### config.mk
export PLATFORM = sky130hd
export DESIGN_NAME = wb_arbiter_2m
export DESIGN_NICKNAME = d
export VERILOG_FILES = /design/src/rtl/wb_arbiter_2m.sv
export SDC_FILE = /design/constraint.sdc
export NUM_CORES = 1
export LEC_CHECK = 0
export ABC_AREA = 1
export ABC_CLOCK_PERIOD_IN_PS = 1710
export BUFFER_PORTS_ARGS = -buffer_cell sky130_fd_sc_hd__buf_2
export CORE_AREA = 2 2 124 126
export DETAILED_ROUTE_END_ITERATION = 12
export DIE_AREA = 0 0 126 128
export PLACE_DENSITY = 0.51
export SETUP_SLACK_MARGIN = 0.02
export SLEW_MARGIN = 0
export SYNTH_ARGS = -nofsm -noshare
export SYNTH_HDL_FRONTEND = slang
export SYNTH_SLANG_ARGS = --single-unit
### constraint.sdc
create_clock -name clk -period 1.71 [get_ports clk]
set_clock_uncertainty 0.05 [all_clocks]
set_input_delay 0.4275 -clock clk [delete_from_list [all_inputs] [get_ports clk]]
set_output_delay 0.4275 -clock clk [all_outputs]
set_load 0.005 [all_outputs]
### src/rtl/wb_arbiter_2m.sv
// Two-master Wishbone classic arbiter: round-robin grant of one shared slave port,
// with a watchdog that ends hung strobes by returning err to the bus owner.
module wb_arbiter_2m #(
  parameter int ADDR_W  = 32,
  parameter int DATA_W  = 32,
  parameter int TIMEOUT = 255,
  parameter int SEL_W   = DATA_W / 8
) (
  input  logic              clk,
  input  logic              rst_n,
  input  logic              m0_cyc_i,
  input  logic              m0_stb_i,
  input  logic              m0_we_i,
  input  logic [ADDR_W-1:0] m0_adr_i,
  input  logic [SEL_W-1:0]  m0_sel_i,
  input  logic [DATA_W-1:0] m0_dat_i,
  output logic [DATA_W-1:0] m0_dat_o,
  output logic              m0_ack_o,
  output logic              m0_err_o,
  input  logic              m1_cyc_i,
  input  logic              m1_stb_i,
  input  logic              m1_we_i,
  input  logic [ADDR_W-1:0] m1_adr_i,
  input  logic [SEL_W-1:0]  m1_sel_i,
  input  logic [DATA_W-1:0] m1_dat_i,
  output logic [DATA_W-1:0] m1_dat_o,
  output logic              m1_ack_o,
  output logic              m1_err_o,
  output logic              s_cyc_o,
  output logic              s_stb_o,
  output logic              s_we_o,
  output logic [ADDR_W-1:0] s_adr_o,
  output logic [SEL_W-1:0]  s_sel_o,
  output logic [DATA_W-1:0] s_dat_o,
  input  logic [DATA_W-1:0] s_dat_i,
  input  logic              s_ack_i,
  input  logic              s_err_i,
  output logic [1:0]        gnt_o,
  output logic              dbg_state
);

  localparam int WD_W = $clog2(TIMEOUT + 1);
  localparam logic [WD_W-1:0] WD_LIMIT = WD_W'(TIMEOUT);

  typedef enum logic {IDLE = 1'b0, BUSY = 1'b1} state_t;

  // Handshake: a master owns the slave from the edge its grant registers until the
  // edge after it drops cyc; ack/err reach only the owner, and only while BUSY.
  state_t          state, state_n;
  logic            owner, owner_n;
  logic            last, last_n;
  logic [1:0]      gnt_n;
  logic [WD_W-1:0] wdog, wdog_n;

  logic              owner_cyc, owner_stb, owner_we;
  logic [ADDR_W-1:0] owner_adr;
  logic [SEL_W-1:0]  owner_sel;
  logic [DATA_W-1:0] owner_dat;
  logic              fire;
  logic              pick;

  assign owner_cyc = owner ? m1_cyc_i : m0_cyc_i;
  assign owner_stb = owner ? m1_stb_i : m0_stb_i;
  assign owner_we  = owner ? m1_we_i  : m0_we_i;
  assign owner_adr = owner ? m1_adr_i : m0_adr_i;
  assign owner_sel = owner ? m1_sel_i : m0_sel_i;
  assign owner_dat = owner ? m1_dat_i : m0_dat_i;
  assign fire      = (state == BUSY) && (wdog == WD_LIMIT);
  // Contention goes to the master that did not own the bus last.
  assign pick      = (m0_cyc_i && m1_cyc_i) ? ~last : m1_cyc_i;
  assign dbg_state = (state == BUSY);

  always_ff @(posedge clk) begin
    if (!rst_n) begin
      state <= IDLE;
      owner <= 1'b0;
      last  <= 1'b1;
      gnt_o <= 2'b00;
      wdog  <= '0;
    end else begin
      state <= state_n;
      owner <= owner_n;
      last  <= last_n;
      gnt_o <= gnt_n;
      wdog  <= wdog_n;
    end
  end

  always_comb begin
    state_n = state;
    owner_n = owner;
    last_n  = last;
    gnt_n   = gnt_o;
    wdog_n  = '0;
    case (state)
      IDLE: begin
        if (m0_cyc_i || m1_cyc_i) begin
          state_n = BUSY;
          owner_n = pick;
          gnt_n   = pick ? 2'b10 : 2'b01;
        end
      end
      BUSY: begin
        if (!owner_cyc) begin
          state_n = IDLE;
          last_n  = owner;
          gnt_n   = 2'b00;
        end else if (!fire && owner_stb && !s_ack_i && !s_err_i) begin
          wdog_n = wdog + 1'b1;
        end
      end
      default: state_n = IDLE;
    endcase
  end

  always_comb begin
    s_cyc_o  = 1'b0;
    s_stb_o  = 1'b0;
    s_we_o   = 1'b0;
    s_adr_o  = '0;
    s_sel_o  = '0;
    s_dat_o  = '0;
    m0_dat_o = '0;
    m1_dat_o = '0;
    m0_ack_o = 1'b0;
    m0_err_o = 1'b0;
    m1_ack_o = 1'b0;
    m1_err_o = 1'b0;
    if (state == BUSY) begin
      // A watchdog expiry withdraws the cycle from the slave for that one clock.
      s_cyc_o  = owner_cyc && !fire;
      s_stb_o  = owner_stb && !fire;
      s_we_o   = owner_we;
      s_adr_o  = owner_adr;
      s_sel_o  = owner_sel;
      s_dat_o  = owner_dat;
      m0_dat_o = s_dat_i;
      m1_dat_o = s_dat_i;
      if (owner) begin
        m1_ack_o = s_ack_i;
        m1_err_o = s_err_i || fire;
      end else begin
        m0_ack_o = s_ack_i;
        m0_err_o = s_err_i || fire;
      end
    end
  end

endmodule
==> summary.txt, run 1 <==
Status
  – Status: complete, but fails checks
  – Failing checks: negative setup slack

Route
  – DRC viols: 0
  – WL final: 14340 microns
  – DRT Pass-1 Iters: 4
  – Routed Antenna Nets: 0
  – Via density: 4.114
  – DR iter-0 viols: 107
  – Via count: 3814
  – Routed WL per cell: 15.47 microns

Critical path
  – Critical path startpoint: owner$_SDFFE_PN0P_
  – CP Capture Type: primary output
  – Reg-to-Reg Start: owner$_SDFFE_PN0P_
  – Crit start category: flip-flop
  – Worst EP arrival: 1.36 ns
  – Crit Path Max Fanout: 8
  – Setup CP Type: reg2out
  – Required time of the worst setup path: 1.23 ns

Die
  – Area of the core: 14860 sq um
  – I/O Pins: 320
  – Die width: 126 microns
  – DIE HEIGHT: 128 microns
  – Rows: 45
  – Die area: 16130 sq um
  – Initial core utilization: 14.30%

Yosys
  – Most common cell in the synthesized netlist: nand2_1
  – Sequential share of the synthesized area: 12.24%
  – Mapped cell area: 2126 sq um
  – Top_reg_cell synth: dfxtp_1
  – Net Count, Synth: 607
  – Post-synth EDFFs: 0
  – Netlist cell types: 21
  – Synthesis Warnings: 0
  – Seq cells post-synth: 13
  – Fraction of registers with async set/reset: 0%
  – Synth top area cells: nand2_1 34%, a21oi_1 17%, dfxtp_1 12%
  – Top cell type's share of synthesized area: 34.43%
  – Synth top cells by count: 195 x nand2_1, 74 x a21oi_1, 47 x inv_1, 33 x buf_4, 17 x nor2_1
  – Cell count after synthesis: 428
  – Average size of a mapped cell: 4.967 sq um
  – Largest area contributor in the netlist: nand2_1

Timing
  – Max_slew headroom: 79.69%
  – Max Freq: 544.5 MHz
  – Fin. Hold Viols: 0
  – Final setup violating endpoints: 69
  – Final period util: 107.4%
  – Unrepaired setup endpoints after global routing: true
  – Min cycle time layout: 1.837 ns
  – Slack of the critical path: -0.1267 ns
  – Slew Limit Fails: 0
  – Worst slew pin tran: 0.3026 ns

Clock network
  – H-Tree Depth: 1
  – CTS tree: yes
  – Hold_buf cts: 0
  – Clk pin slew, worst setup/hold paths: 0.04 ns
  – Clock Latency Late Sink: 0.24 ns
  – Number of buffers created by CTS: 3
  – Clock sink total: 13
  – Clock root buffer: clkbuf_16
  – Max clock buf depth: 2

Global route
  – Vias in the first global route: 3432
  – Largest net degree at the start of global routing: 35
  – GRT Total Usage: 14.82%
  – Initial antenna violation count: 2
  – GR Overflow Total: 0
  – First-pass GRT wire length: 18770 microns

Layout
  – Final net count: 919
  – Cell area after layout: 4877 sq um
  – Share of layout cells above drive strength 1: 63.19%
  – Layout area overhead: 129.4%
  – Final core occ: 32.81%
  – ANT cells: 0

Pwr
  – Pwr Density: 418.5 nW/um^2
  – P_leak: 3.081 nW
  – Peak supply drop: 0.0002848 V
  – Total power: 2.041 mW

Hold path
  – Hold Startpoint: rst_n
  – Worst hold path type: in2reg

Placed design
  – DP Area: 3796 sq um
  – PortBufs: 319
  – DP HPWL: 9147 microns
  – Gpl congestion: 0.7621

Job
  – Max-cap violations: 0
[kinds of logic after synthesis]
logic type / after synthesis / synth area share (%)
AOI/OAI and AO/OA: 76 / 18.01
xor gates and xnor gates: 4 / 1.648
buffers and inverters: 107 / 25.49
and+or+nand+nor: 227 / 42.02
adders and majority gates: 1 / 0.5885
DFF: 13 / 12.24
[placed cells by master (no fill, tap or decap), types with 2 or more instances in the layout]
cell,n
bufbuf_16,4
nand3_1,6
nand2_2,20
buf_6,6
buf_12,6
a21oi_2,41
a21oi_1,33
nor2_1,16
clkbuf_16,10
nor2_2,2
nand2_1,153
inv_6,2
buf_4,15
dfxtp_1,9
buf_2,319
xor2_1,3
inv_1,45
nand3_2,4
buf_16,5
inv_2,2
dfxtp_2,2
nand2_4,22
dfxtp_4,2
buf_8,2
[registers in the layout (all words and copies together), names as in the netlist]
signal	flops
dbg_state	1
gnt_o	2
last	1
owner	1
wdog	8
[layer usage]
| layer | track usage (%) | vias up | share of wire, % |
|---|---|---|---|
| met5 | 0 | - | 0.091 |
| met4 | 1.164 | 2 | 0.26 |
| met3 | 1.503 | 4 | 6.0 |
| met2 | 28.81 | 205 | 53 |
| met1 | 18.23 | 1698 | 41 |
| li1 | - | 1905 | - |
[stage by stage]
stage | worst slack (ns) | cells | TNS [ns] | hold WS, ns
after floorplan | 0.1709 | 428 | 0 | 0.3797
after global placement | 0.04030 | 893 | 0 | 0.4212
after detailed placement | 0.03064 | 893 | 0 | 0.4217
after CTS | -0.1440 | 917 | -6.483 | 0.4122
after global routing | -0.1858 | 927 | -9.485 | 0.4266
final | -0.1267 | 927 | -5.239 | 0.4127
[where the power goes]
part	switching [mW]	total [mW]	internal, mW
clock network	0.127	0.442	0.314
registers	0.0140	0.328	0.314
logic	0.631	1.27	0.641
total	0.772	2.04	1.27
[what timing repair did]
action / CTS / global route
pin swaps: 6 / 35
gates cloned: 10 / 7
gates resized for setup: 40 / 98
buffers inserted: 12 / 3
setup endpoints to repair: 75 / 75
[layout make-up]
class / instances / area [sq um]
timing repair inverter: 1 / 8.758
tap: 188 / 235.2
sequential: 13 / 270.3
clock buffer: 4 / 78.83
timing repair buffer: 364 / 2370
fill: 1643 / 9987
multi-input combinational: 308 / 1718
inverter: 49 / 196.4
[worst paths after layout]
kind | slack, ns | depth (start not counted) | end
max | -0.13 | 5 | s_adr_o[0]
min | 0.41 | 3 | dbg_state$_SDFF_PN0_
max reg2reg | 0.17 | 8 | gnt_o[0]$_SDFFE_PN0P_
min reg2reg | 0.43 | 2 | last$_SDFFE_PN1P_
[critical path, cell delays in order (launching register included)]
cell and delay [ns]:
dfxtp_4 0.46, buf_6 0.17, clkbuf_16 0.18, nand2_4 0.06
a21oi_2 0.12, buf_2 0.13
Note: power is estimated with default switching activity, not from simulation.
==> run 2, diff against run 1 <==
PLACE_DENSITY = 0.5   (was 0.51)
==> run 2 against run 1 <==
The flow still finishes with violations (negative setup slack). Wire length decreased by 3.7%. Setup slack got worse by 0.029 ns. Total power increased by 2.8%. Final area increased by 3.1%. Fmax decreased by 1.5%.
==> summary.txt, run 2 (same netlist as run 1, synthesis figures left out) <==
Critical path
  – Crit Path Max Fanout: 7 (-1)
  – Crit start category: flip-flop
  – Worst path buffer plus inverter count: 5 (+2)
  – R2r endpoint: wdog[0]$_SDFF_PN0_
  – CP delay by family, top: buffers and inverters
  – Setup CP Type: reg2out
  – Critical-path top delay cell: dfxtp_4
  – Required time of the worst setup path: 1.23 ns (about the same)
  – R2r worst-path depth: 9 (+1)
  – Max stage delay on crit path: 0.37 ns (-0.09 ns)
  – R2r setup slk: 0.18 ns (about the same)
  – CP Capture Type: primary output
  – Reg-to-Reg Start: owner$_SDFFE_PN0P_
  – Most used cell, CP: buf_12
  – Critical-path cell list: inv_8, buf_12, buf_12, buf_16, nand2_1, a21oi_2, buf_2
  – Worst EP arrival: 1.39 ns (+0.03 ns)

Timing
  – Slack of the critical path: -0.1554 ns (-0.02877 ns)
  – Max_slew headroom: 77.99% (-1.7 points)
  – Min cycle time layout: 1.865 ns (+0.02877 ns)
  – Unrepaired setup endpoints after global routing: true
  – Max Freq: 536.1 MHz (-1.5%)
  – Final setup violating endpoints: 65 (-5.8%)
  – Worst slew pin tran: 0.3279 ns (+0.02534 ns)
  – Slew Limit Fails: 0 (unchanged)
  – Hold Slack: 0.4170 ns (+0.004263 ns)
  – Fin. Hold Viols: 0 (unchanged)
  – Final period util: 109.1% (+1.7 points)

Die
  – I/O Pins: 320 (unchanged)
  – Rows: 45 (unchanged)
  – Die width: 126 microns (unchanged)
  – DIE HEIGHT: 128 microns (unchanged)
  – Die area: 16130 sq um (unchanged)
  – Area of the core: 14860 sq um (unchanged)
  – Initial core utilization: 14.30% (unchanged)

Placed design
  – DP Area: 3811 sq um (+0.40%)
  – DP HPWL: 8970 microns (-1.9%)
  – PortBufs: 319 (unchanged)
  – Gpl congestion: 0.7552 (-0.91%)
  – Cells after DPL: 895 (+0.22%)
  – DP Worst Slack: 0.07403 ns (+0.04339 ns)

Layout
  – Finished Layout Cells: 930 (+0.32%)
  – Final core occ: 33.84% (+1.0 points)
  – Number of flip-flops in the largest register: 8 (unchanged)
  – Most flop-heavy register: wdog
  – Most frequent cells in the layout: 319 x buf_2, 133 x nand2_1, 46 x inv_1, 42 x a21oi_2, 32 x nand2_4
  – Cell area after layout: 5030 sq um (+3.1%)
  – Layout area overhead: 136.6%
  – Final net count: 922 (+0.33%)
  – ANT cells: 0 (unchanged)
  – Share of layout cells above drive strength 1: 66.58% (+3.4 points)
  – Filler cell count in the final layout: 1666 (+1.4%)
  – Most common cell after layout, fill and taps aside: buf_2
  – Top flop regs: wdog: 8 flops, gnt_o: 2 flops

Global route
  – First-pass GRT wire length: 18840 microns (+0.40%)
  – GR Overflow Total: 0 (unchanged)
  – Initial antenna violation count: 0 (-2)
  – Largest net degree at the start of global routing: 47 (+34%)
  – GRT Total Usage: 14.83% (+0.018 points)
  – Vias in the first global route: 3449 (+0.50%)

Route
  – Routed WL per cell: 14.85 microns (-4.0%)
  – Via count: 3834 (+0.52%)
  – Via density: 4.123 (+0.20%)
  – DRC viols: 0 (unchanged)
  – DR iter-0 viols: 79 (-26%)
  – DRT Pass-1 Iters: 4 (unchanged)
  – Routed Antenna Nets: 0 (unchanged)
  – WL final: 13810 microns (-3.7%)

Clock network
  – Max clock buf depth: 2 (unchanged)
  – Clk pin slew, worst setup/hold paths: 0.05 ns (about the same)
  – CTS tree: yes
  – Clock root buffer: clkbuf_16
  – H-Tree Depth: 1 (unchanged)
  – Hold_buf cts: 0 (unchanged)
  – Clock sink total: 13 (unchanged)
  – Clock Latency Late Sink: 0.24 ns (about the same)
  – Number of buffers created by CTS: 3 (unchanged)

Pwr
  – P_leak: 3.013 nW (-2.2%)
  – Pwr Density: 417.1 nW/um^2 (-0.34%)
  – Peak supply drop: 0.0004299 V (+51%)

Job
  – Max-cap violations: 0 (unchanged)

Status
  – Failing checks: negative setup slack
  – Status: complete, but fails checks

Hold path
  – Hold Startpoint: rst_n
  – Hold path endpoint: last$_SDFFE_PN1P_
  – Hold depth: 2 (-1)
  – Worst hold path type: in2reg
-- run 2: cell count changes in the layout (fill, tap and decap cells not counted), moves of 10 or more --
cell / before / now
nand2_4: 22 / 32
buf_12: 6 / 17
nand2_2: 20 / 30
nand2_1: 153 / 133
-- run 2: repair_timing --
item | 4_1_cts | 5_1_grt
pin swaps | 16 | 41
setup endpoints to repair | 80 | 81
resized for setup | 78 | 108
cloned | 13 | 3
buffers inserted | 20 | 4
-- run 2: per-layer routing --
metal  GRT usage [%]  wire (microns)  part of all wire, %
met1           17.55            5392                   39
met2           29.51            7544                   55
met3          0.6678             749                  5.4
met4           2.909             124                 0.90
met5               0               0                    0
-- run 2: worst reg2reg max path, delay by kind of cell (launching register included) --
family	cells	cell delay, ns
buffers and inverters	4	0.48
flip-flops	1	0.40
AND/OR/NAND/NOR	5	0.52
-- run 2: metrics by stage --
step	TNS, ns	power (mW)
after global routing	-8.560	2.242
after detailed placement	0	1.249
after CTS	-6.350	2.021
final	-4.476	2.098
after global placement	0	1.254
after floorplan	0	0.7639
-- run 2: final cells by class --
class                      count  area (sq um)  area share [%]
multi-input combinational    308          1846           36.69
inverter                      49         191.4           3.806
sequential                    13         270.3           5.373
clock buffer                   4         78.83           1.567
timing repair buffer         368          2409           47.89
tap                          188         235.2           4.677
-- run 2: worst max path at each step --
stage                             startpoint          end  slack [ns]  cells after the start
after floorplan           wdog[0]$_SDFF_PN0_     m0_err_o        0.17                      7
after global placement    wdog[0]$_SDFF_PN0_     m0_err_o        0.08                      8
after detailed placement  wdog[0]$_SDFF_PN0_     m0_err_o        0.07                      8
after CTS                 wdog[1]$_SDFF_PN0_     m0_err_o       -0.14                      8
after global routing      owner$_SDFFE_PN0P_  s_adr_o[19]       -0.22                      7
final                     owner$_SDFFE_PN0P_  s_adr_o[19]       -0.16                      7
-- run 2: report_power, final --
part           leakage [nW]  switching (mW)  internal, mW  total, mW
logic                  2.87           0.654         0.667       1.32
registers             0.108          0.0123         0.314      0.326
clock network        0.0382           0.136         0.315      0.451
==> run 3, diff against run 2 <==
ABC_AREA = unset   (was 1)
CORE_AREA = 2 2 125 127   (was 2 2 124 126)
DIE_AREA = 0 0 127 129   (was 0 0 126 128)
HOLD_SLACK_MARGIN = 0.06   (was unset)
PLACE_DENSITY = 0.51   (was 0.5)
REMOVE_ABC_BUFFERS = 1   (was unset)
==> run 3 against run 2 <==
The run still ends with negative setup slack left. Final cell count shrank 15%. Die area grew 1.6%. First-iteration DRC count grew 32%. Combinational power shrank 22%. Synthesized area grew 9.8%. Sequential share of layout area grew 0.84 points. Critical path depth shrank 2. Sequential power grew 2%. Total power shrank 14%. Synthesized cell count shrank 30%. Critical endpoint is now s_dat_o[10].
==> summary.txt, run 3 <==
Status
  – Status: complete, but fails checks
  – Failing checks: negative setup slack

Pwr
  – Total power: 1.804 mW (-14%)
  – Combinational power share: 57.3% (-5.7 points)
  – Peak supply drop: 0.0002904 V (-32%)
  – Reg power frac: 18.4% (+2.9 points)
  – Internal: 1.231 mW (-5.0%)
  – P_leak: 2.383 nW (-21%)
  – Pwr Density: 407.3 nW/um^2 (-2.4%)
  – Clock power frac: 24.3% (+2.8 points)
  – Sw Share: 31.78% (-6.5 points)
  – Psw: 0.5733 mW (-29%)

Route
  – Via density: 3.807 (-7.7%)
  – DRC viols: 0 (unchanged)
  – DRT Pass-1 Iters: 4 (unchanged)
  – WL final: 10670 microns (-23%)
  – Top layer reached by signal wires: met4
  – M1 wire length: 4535 microns (-16%)
  – Routed WL per cell: 13.49 microns (-9.1%)
  – Via count: 3011 (-21%)
  – Routed Antenna Nets: 0 (unchanged)
  – DR iter-0 viols: 104 (+32%)
  – Met2 WL post-DR: 5480 microns (-27%)
  – Met3 Wirelength: 626 microns (-16%)

Die
  – Die width: 127 microns (+0.79%)
  – DIE HEIGHT: 129 microns (+0.78%)
  – Rows: 45 (unchanged)
  – Area of the core: 14980 sq um (+0.76%)
  – Initial core utilization: 15.58% (+1.3 points)
  – I/O Pins: 320 (unchanged)
  – Die area: 16380 sq um (+1.6%)

Layout
  – Number of flip-flops in the largest register: 8 (unchanged)
  – Cell area after layout: 4429 sq um (-12%)
  – Most common cell after layout, fill and taps aside: buf_2
  – Finished Layout Cells: 791 (-15%)
  – Top flop regs: wdog: 8 flops, gnt_o: 2 flops
  – Most frequent cells in the layout: 319 x buf_2, 72 x nor2b_1, 67 x mux2i_1, 32 x and2_1, 13 x buf_4
  – Final core occ: 29.57% (-4.3 points)
  – ANT cells: 0 (unchanged)
  – Most flop-heavy register: wdog
  – Filler cell count in the final layout: 1621 (-2.7%)
  – Final net count: 783 (-15%)
  – Share of layout cells above drive strength 1: 61.69% (-4.9 points)
  – Layout area overhead: 89.81%

Critical path
  – CP Capture Type: primary output
  – Critical-path cell list: buf_6, buf_12, mux2i_2, nor2b_1, buf_2
  – Max stage delay on crit path: 0.41 ns (+0.04 ns)
  – Worst path buffer plus inverter count: 3 (-2)
  – Critical-path top delay cell: dfxtp_4
  – Crit Path Max Fanout: 8 (+1)
  – Required time of the worst setup path: 1.23 ns (about the same)
  – CP delay by family, top: buffers and inverters
  – Crit start category: flip-flop
  – Worst EP arrival: 1.36 ns (-0.03 ns)
  – Setup CP Type: reg2out
  – R2r setup slk: 0.20 ns (+0.02 ns)

Yosys
  – Largest area contributor in the netlist: mux2i_1
  – Cell count after synthesis: 301 (-30%)
  – Largest family of logic cells by synthesized area: simple AND/OR/NAND/NOR gates
  – Post-Synth Simple-Gate Area: 35.76% (-6.3 points)
  – Top_reg_cell synth: dfxtp_1
  – Netlist cell types: 33 (+57%)
  – Synth top cells by count: 73 x nor2b_1, 70 x mux2i_1, 35 x buf_4, 32 x and2_1, 13 x dfxtp_1
  – Post-synth EDFFs: 0 (unchanged)
  – Synth top area cells: mux2i_1 30%, nor2b_1 20%, buf_4 11%
  – Mapped cell area: 2333 sq um (+9.8%)
  – Average size of a mapped cell: 7.752 sq um (+56%)
  – Sequential share of the synthesized area: 11.15% (-1.1 points)
  – Xor and xnor area share after synthesis: 1.126% (-0.52 points)
  – Fraction of registers with async set/reset: 0% (unchanged)
  – Seq cells post-synth: 13 (unchanged)
  – Synth Area in Adders: 0.5362% (-0.052 points)
  – Most common cell in the synthesized netlist: nor2b_1
  – Synthesis Warnings: 0 (unchanged)
  – Mux cell area share after synthesis: 30.51% (+31 points)
  – Top cell type's share of synthesized area: 30.03% (-4.4 points)
  – Synth Area in Compound Gates: 5.737% (-12 points)

Clock network
  – Clock sink total: 13 (unchanged)
  – Max clock buf depth: 2 (unchanged)
  – CTS tree: yes
  – Clk pin slew, worst setup/hold paths: 0.04 ns (about the same)
  – Number of buffers created by CTS: 3 (unchanged)
  – Clock root buffer: clkbuf_16
  – H-Tree Depth: 1 (unchanged)
  – Clock Latency Late Sink: 0.24 ns (about the same)

Global route
  – GRT Total Usage: 9.257% (-5.6 points)
  – GR Overflow Total: 0 (unchanged)
  – Vias in the first global route: 2458 (-29%)
  – Largest net degree at the start of global routing: 74 (+57%)
  – Initial antenna violation count: 0 (unchanged)
  – First-pass GRT wire length: 12580 microns (-33%)

Timing
  – Final setup violating endpoints: 73 (+12%)
  – Hold Slack: 0.3885 ns (-0.02846 ns)
  – Final period util: 107.6% (-1.5 points)
  – Slack of the critical path: -0.1302 ns (+0.02521 ns)
  – Unrepaired setup endpoints after global routing: true
  – Slew Limit Fails: 0 (unchanged)
  – Fin Setup TNS: -5.049 ns (-0.5722 ns)
  – Fin. Hold Viols: 0 (unchanged)
  – Worst slew pin tran: 0.2743 ns (-0.05358 ns)
  – Max Freq: 543.4 MHz (+1.4%)
  – Max_slew headroom: 81.64% (+3.7 points)
  – Min cycle time layout: 1.840 ns (-0.02521 ns)

Placed design
  – DP Worst Slack: 0.1088 ns (+0.03481 ns)
  – Gpl congestion: 0.7480 (-0.95%)
  – Cells after DPL: 766 (-14%)
  – PortBufs: 319 (unchanged)
  – DP HPWL: 7355 microns (-18%)
  – DP Area: 3951 sq um (+3.7%)

Hold path
  – Worst hold path type: in2reg

Job
  – Max-cap violations: 0 (unchanged)
[run 3: cell count changes in the layout (fill, tap and decap cells not counted), sizes merged, moves of 32 or more]
cell	before	now
and2	0	32
nand2	195	5
nor2b	0	73
a21oi	74	4
mux2i	0	70
inv	49	4
[run 3: cell families (layout without fill, tap and decap cells)]
family                     count (synthesis)  after routing
AOI/OAI and AO/OA                         20             20
xor gates and xnor gates                   3              3
adders and majority gates                  1              1
buffers and inverters                     57            359
DFF                                       13             13
muxes                                     71             71
and+or+nand+nor                          136            136
[run 3: final cells by class]
class / instances / area (sq um) / share of cell area (%)
inverter: 4 / 15.01 / 0.3390
timing repair buffer: 351 / 2063 / 46.58
tap: 188 / 235.2 / 5.311
clock buffer: 4 / 78.83 / 1.780
multi-input combinational: 231 / 1762 / 39.77
sequential: 13 / 275.3 / 6.215
[run 3: worst paths after layout]
path / cells past startpoint / from / end
max: 5 / owner$_SDFFE_PN0P_ / s_dat_o[10]
min: 2 / rst_n / last$_SDFFE_PN1P_
max reg2reg: 5 / owner$_SDFFE_PN0P_ / wdog[5]$_SDFF_PN0_
min reg2reg: 2 / gnt_o[1]$_SDFFE_PN0P_ / gnt_o[1]$_SDFFE_PN0P_
[run 3: per-layer routing]
layer / up-vias / global-route usage (%)
met1: 1302 / 12.01
met4: 0 / 0.9696
met3: 3 / 1.247
met5: - / 0
met2: 123 / 16.92
li1: 1583 / -
[run 3: power by group through the flow]
| stage | clock network, mW | logic (mW) | registers [mW] |
|---|---|---|---|
| 5_1_grt | 0.469 | 1.12 | 0.334 |
| 2_1_floorplan | 0 | 0.354 | 0.400 |
| 3_5_place_dp | 0 | 0.877 | 0.333 |
| 6_report | 0.438 | 1.03 | 0.332 |
| 4_1_cts | 0.447 | 0.947 | 0.326 |
| 3_3_place_gp | 0 | 0.878 | 0.333 |
[run 3: worst reg2reg max path, delay by kind of cell (launching register included)]
| family | cells | cell delay (ns) |
|---|---|---|
| AND/OR/NAND/NOR | 1 | 0.35 |
| buffers and inverters | 2 | 0.28 |
| multiplexers | 1 | 0.12 |
| flip-flops | 1 | 0.38 |
| AO/OA/AOI/OAI | 1 | 0.24 |
[run 3: timing repair]
item | in CTS | in global routing
setup buffers | 10 | 3
gates resized for setup | 14 | 11
setup endpoints to repair | 75 | 139
pin swaps | 1 | 2
gates cloned | 1 | 8
hold buffers | 0 | 0
endpoints found under the hold margin | 0 | 0
